==> src/rtl/logic_combine_pipe_if.sv <==
// Operand/result handshake bundle for logic_combine_pipe.
// The master side is the surrounding environment; the slave side is the pipeline.
interface logic_combine_pipe_if #(
    parameter int WIDTH = 8
);
    logic [WIDTH-1:0] a;
    logic [WIDTH-1:0] b;
    logic [1:0]       mode;
    logic             in_valid;
    logic             in_ready;
    logic [WIDTH-1:0] y;
    logic             out_valid;
    logic             out_ready;

    modport master (
        output a, b, mode, in_valid, out_ready,
        input  in_ready, y, out_valid
    );

    modport slave (
        input  a, b, mode, in_valid, out_ready,
        output in_ready, y, out_valid
    );
endinterface

==> src/rtl/logic_combine_pipe.sv <==
// Runtime-selected bitwise combine of two operands, carried through a DEPTH-stage
// stallable valid/ready pipeline, with a saturating count of delivered nonzero results.
module logic_combine_pipe #(
    parameter int WIDTH = 8,
    parameter int DEPTH = 2,
    parameter int CNT_W = 16
) (
    input  logic                 clk,
    input  logic                 rst,
    logic_combine_pipe_if.slave  bus,
    input  logic                 cnt_clr,
    output logic [CNT_W-1:0]     nz_cnt
);
    logic [WIDTH-1:0] data_r [DEPTH];
    logic [DEPTH-1:0] valid_r;
    logic [DEPTH-1:0] free_s;
    logic             chain_full_s;
    logic             fire_s;
    logic [CNT_W-1:0] cnt_r;

    function automatic logic [WIDTH-1:0] combine(
        input logic [WIDTH-1:0] op_a,
        input logic [WIDTH-1:0] op_b,
        input logic [1:0]       sel
    );
        logic [WIDTH-1:0] res;
        case (sel)
            2'b00:   res = op_a & op_b;
            2'b01:   res = op_a | op_b;
            2'b10:   res = op_a ^ op_b;
            2'b11:   res = op_a & ~op_b;
            default: res = '0;
        endcase
        return res;
    endfunction

    // A stage is free unless it and every stage ahead of it are full while the head stalls.
    always_comb begin
        free_s       = '0;
        chain_full_s = 1'b1;
        for (int k = DEPTH - 1; k >= 0; k--) begin
            chain_full_s = chain_full_s & valid_r[k];
            free_s[k]    = !chain_full_s || bus.out_ready;
        end
    end

    assign bus.in_ready  = free_s[0];
    assign bus.y         = data_r[DEPTH-1];
    assign bus.out_valid = valid_r[DEPTH-1];
    assign fire_s        = valid_r[DEPTH-1] && bus.out_ready && (data_r[DEPTH-1] != '0);
    assign nz_cnt        = cnt_r;

    // Pipeline advance: each free stage takes its predecessor's beat, stage 0 takes the input.
    always_ff @(posedge clk) begin
        if (rst) begin
            valid_r <= '0;
            for (int k = 0; k < DEPTH; k++) begin
                data_r[k] <= '0;
            end
        end else begin
            if (free_s[0]) begin
                valid_r[0] <= bus.in_valid;
                if (bus.in_valid) begin
                    data_r[0] <= combine(bus.a, bus.b, bus.mode);
                end
            end
            // Data only moves with a valid beat so an idle head keeps its last value.
            for (int k = 1; k < DEPTH; k++) begin
                if (free_s[k]) begin
                    valid_r[k] <= valid_r[k-1];
                    if (valid_r[k-1]) begin
                        data_r[k] <= data_r[k-1];
                    end
                end
            end
        end
    end

    // Nonzero delivery counter: clear has priority, increments stop at all-ones.
    always_ff @(posedge clk) begin
        if (rst) begin
            cnt_r <= '0;
        end else if (cnt_clr) begin
            cnt_r <= '0;
        end else if (fire_s && (cnt_r != {CNT_W{1'b1}})) begin
            cnt_r <= cnt_r + CNT_W'(1);
        end
    end
endmodule
==> src/flat_wrapper.sv <==
// flat-port wrapper written by rule: the top's interface ports become plain ports
module logic_combine_pipe_flat 
#(
    parameter int WIDTH = 8,
    parameter int DEPTH = 2,
    parameter int CNT_W = 16
)
  (clk, rst, cnt_clr, nz_cnt, bus_a, bus_b, bus_mode, bus_in_valid, bus_out_ready, bus_in_ready, bus_y, bus_out_valid);
  logic_combine_pipe_if #(.WIDTH(WIDTH)) bus_i ();
  input  logic clk;
  input  logic rst;
  input  logic cnt_clr;
  output logic [CNT_W-1:0] nz_cnt;
  input wire logic [$bits(bus_i.a)-1:0] bus_a;
  input wire logic [$bits(bus_i.b)-1:0] bus_b;
  input wire logic [$bits(bus_i.mode)-1:0] bus_mode;
  input wire logic [$bits(bus_i.in_valid)-1:0] bus_in_valid;
  input wire logic [$bits(bus_i.out_ready)-1:0] bus_out_ready;
  output wire logic [$bits(bus_i.in_ready)-1:0] bus_in_ready;
  output wire logic [$bits(bus_i.y)-1:0] bus_y;
  output wire logic [$bits(bus_i.out_valid)-1:0] bus_out_valid;
  assign bus_i.a = bus_a;
  assign bus_i.b = bus_b;
  assign bus_i.mode = bus_mode;
  assign bus_i.in_valid = bus_in_valid;
  assign bus_i.out_ready = bus_out_ready;
  assign bus_in_ready = bus_i.in_ready;
  assign bus_y = bus_i.y;
  assign bus_out_valid = bus_i.out_valid;
  logic_combine_pipe #(.WIDTH(WIDTH), .DEPTH(DEPTH), .CNT_W(CNT_W)) u_core (.clk(clk), .rst(rst), .bus(bus_i), .cnt_clr(cnt_clr), .nz_cnt(nz_cnt));
endmodule
==> config.mk <==
export PLATFORM = sky130hd
export DESIGN_NAME = logic_combine_pipe_flat
export DESIGN_NICKNAME = d
export VERILOG_FILES = /design/src/rtl/logic_combine_pipe_if.sv /design/src/rtl/logic_combine_pipe.sv /design/src/flat_wrapper.sv
export SDC_FILE = /design/constraint.sdc
export NUM_CORES = 1
export LEC_CHECK = 0
export ABC_AREA = 1
export BUFFER_PORTS_ARGS = -buffer_cell sky130_fd_sc_hd__buf_2
export CAP_MARGIN = 10
export CORE_MARGIN = 3
export CORE_UTILIZATION = 59
export DETAILED_ROUTE_END_ITERATION = 12
export GPL_ROUTABILITY_DRIVEN = 0
export GPL_TIMING_DRIVEN = 0
export PLACE_DENSITY = 0.89
export SYNTH_ARGS = -nofsm -noshare
export SYNTH_HDL_FRONTEND = slang
export SYNTH_SLANG_ARGS = --single-unit
export TNS_END_PERCENT = 50
==> constraint.sdc <==
create_clock -name clk -period 2.7 [get_ports clk]
set_clock_uncertainty 0.05 [all_clocks]
set_input_delay 0.54 -clock clk [delete_from_list [all_inputs] [get_ports clk]]
set_output_delay 0.54 -clock clk [all_outputs]
set_load 0.02 [all_outputs]
==> flow_summary_export.csv <==
group,metric,value,unit
status,status,"completed",
floorplan,initial_core_util,0.628,
clock_tree,cts-htree-levels,2,
cells_and_area,utilization,0.728,
logic_synthesis,synth_top_cell_by_area,"edfxtp_1",
logic_synthesis,syn_avg_cell_area,7.39,um2
sta,min_period_over_period,0.675,
power_and_ir_drop,p_per_area,402,nW/um2
critical_path,cp_max_fo,10,
critical_path,timing_worst_setup_path_type,"in2reg",
power_and_ir_drop,switching_share,0.255,
power_and_ir_drop,p_leak,0.00133,uW
global_routing,grt_pass1_vias,1868,
logic_synthesis,synth_nets,353,
critical_path,startpoint,"bus_mode[0]",
place,io_buffers,48,
clock_tree,cts_resized,0,
sta,slew_headroom,0.526,
logic_synthesis,synth_area_leaders,"edfxtp_1 20%, dfxtp_1 15%, nand2_1 13%, inv_1 9.1%, ha_1 6.4%",
logic_synthesis,synth_edf_count,16,
sta,max_slew.worst_pin.slew,0.711,ns
logic_synthesis,ys.flop_type,"dfxtp_1",
logic_synthesis,yosys_warnings,0,
sta,setup_ws,0.878,ns
critical_path,cp-end-kind,"register",
logic_synthesis,synth-async-reset-ratio,0,
critical_path,cp_top_family,"buffers and inverters",
floorplan,core-area,3740,um2
critical_path,crit_slowest_cell,"buf_1",
logic_synthesis,ys_ff_latch,34,
floorplan,die_x,69.1,um
critical_path,worst-path-buf-inv,5,
floorplan,rows,22,
clock_tree,cts-root-buf,"clkbuf_8",
power_and_ir_drop,p_comb_frac,0.164,
place,hpwl,3.46,mm
sta,hold_slack,0.436,ns
cells_and_area,drive_gt1_frac,0.257,
global_routing,grt_usage,0.192,
critical_path,critPathRequiredTime,2.69,ns
clock_tree,clkTransAtPathRegs,0.06,ns
logic_synthesis,synthTopCellsByCount,"79 x nand2_1, 57 x inv_1, 36 x nor2_1",
clock_tree,cts_tree,"done",
place,pre_cts_ws,0.604,ns
logic_synthesis,syn_area,2350,um2
worst_hold_path,min_path_type,"reg2reg",
sta,slew_violations,0,
global_routing,grt_pass1_wl,7.47,mm
sta,finalSetupViolations,0,
critical_path,crit_arrival,1.81,ns
power_and_ir_drop,seqPwrFrac,0.525,
cells_and_area,num_antenna_cells,0,
clock_tree,cts-hold-fix-buffers,0,
detailed_routing,routedWlPerCell,10.5,um
critical_path,max_stage_delay,0.38,ns
power_and_ir_drop,irDropWorstVdd,202,uV
power_and_ir_drop,power_frac_clock,0.312,
clock_tree,post-cts-setup-buffers,0,
global_routing,overflow,0,
cells_and_area,area_growth_syn_to_layout,16.0,%
critical_path,critPathMostFrequentCell,"inv_1",
critical_path,reg2reg_from,"u_core.nz_cnt[0]$_SDFFE_PP0P_",
detailed_routing,viasPerCell,4.83,
cells_and_area,fin_nets,408,
job,cap_violations,0,
clock_tree,numCtsBuffers,5,
sta,grt_setup_unrepaired,"false",
sta,setup-tns-final,0,ns
detailed_routing,first_pass_iters,4,
power_and_ir_drop,p_sw,280,uW
worst_hold_path,min-delay-start,"u_core.valid_r[0]$_SDFFE_PP0P_",
clock_tree,cts_buffer_depth,2,
sta,clock.fmax,549,MHz
logic_synthesis,ys_types,31,
detailed_routing,drtIter0Drc,72,
sta,final_hold_viol_count,0,
global_routing,antenna_found_initial,0,
clock_tree,cts.sinks,34,
global_routing,grt_start_max_net_pins,11,
power_and_ir_drop,p_int,816,uW
floorplan,die_y,69.1,um
detailed_routing,routed-via-count,2035,
sta,min_period,1.82,ns
logic_synthesis,synth.most_common_cell,"nand2_1",
critical_path,crit_chain,"buf_2 > inv_1 > ha_1 > inv_1 > buf_1 > o31ai_1 > nand2_1 > inv_1",
floorplan,die_area,4780,um2
detailed_routing,drt-total-wl,4.42,mm
logic_synthesis,ys_seq_area_frac,0.358,
logic_synthesis,syn_inst,318,
floorplan,ios,49,
clock_tree,clkLatencyLatePin,0.29,ns
logic_synthesis,synth_top_area_frac,0.204,
detailed_routing,postRouteAntennaNets,0,
critical_path,cp-start-kind,"primary input",
detailed_routing,drc,0,
registers in the layout, indices dropped and copies added (netlist names):
signal / flops
u_core.nz_cnt: 16
u_core.valid_r: 2
u_core.data_r: 16
layout make-up:
| type | count | area [um2] |
|---|---|---|
| multi-input cells | 211 | 1180 |
| fillers | 312 | 1020 |
| flip-flops and latches | 34 | 841 |
| repair buffers | 48 | 240 |
| inverters | 59 | 221 |
| plain buffers | 14 | 108 |
| clock buffers | 7 | 76.3 |
| well taps | 48 | 60.1 |
layout by cell type, fill, tap and decap left out, types with 3 or more instances in the layout:
cell / instances
nand2_1: 79
inv_1: 57
buf_2: 49
nor2_1: 36
dfxtp_1: 18
edfxtp_1: 16
o21ai_0: 14
ha_1: 12
a21oi_2: 10
xnor2_1: 9
nand2_2: 9
buf_4: 8
o31ai_1: 6
nand3_1: 6
nand4_1: 6
nor2_2: 5
clkbuf_8: 5
clkbuf_1: 4
a21oi_1: 4
xor2_1: 3
worst paths after layout:
path	endpoint	slack, ns	cells after the start
min	u_core.valid_r[1]$_SDFFE_PP0P_	0.44	2
min reg2reg	u_core.valid_r[1]$_SDFFE_PP0P_	0.44	2
max reg2reg	u_core.nz_cnt[5]$_SDFFE_PP0P_	1.05	9
max	u_core.data_r[0][1]$_SDFFCE_PN0P_	0.88	8
logic make-up after synthesis:
group                    share of synthesized area
XOR/XNOR                                    0.0447
buffers and inverters                        0.140
flip-flops                                   0.358
AND/OR/NAND/NOR                              0.280
adder cells (fa/ha/maj)                     0.0639
AO/OA/AOI/OAI                                0.114
tightest hold or removal path: cells and delay by family, from the launching register on:
| kind | cells | cell delay [ns] |
|---|---|---|
| compound gates | 1 | 0.06 |
| buf+inv | 1 | 0.06 |
| flops | 1 | 0.31 |
metal layers:
metal	track usage	routed length, um	up-vias
li1	-	-	1090
met1	0.236	2140	879
met2	0.296	1960	60
met3	0.0539	262	6
met4	0.121	58	0
met5	0	0	-
stage by stage:
step / cells / power (uW) / cell area, um2
CTS: 421 / 1100 / 2730
global placement: 414 / 760 / 2650
global route: 421 / 1150 / 2730
finish: 421 / 1100 / 2730
floorplan: 318 / 712 / 2350
detailed placement: 414 / 766 / 2650
power by group through the flow:
stage	registers [uW]	logic [uW]	clock network [uW]
2_1_floorplan	586	126	0
3_3_place_gp	586	174	0
3_5_place_dp	586	180	0
4_1_cts	575	180	347
5_1_grt	578	204	363
6_report	575	179	342
(Power assumes the default switching activity.)
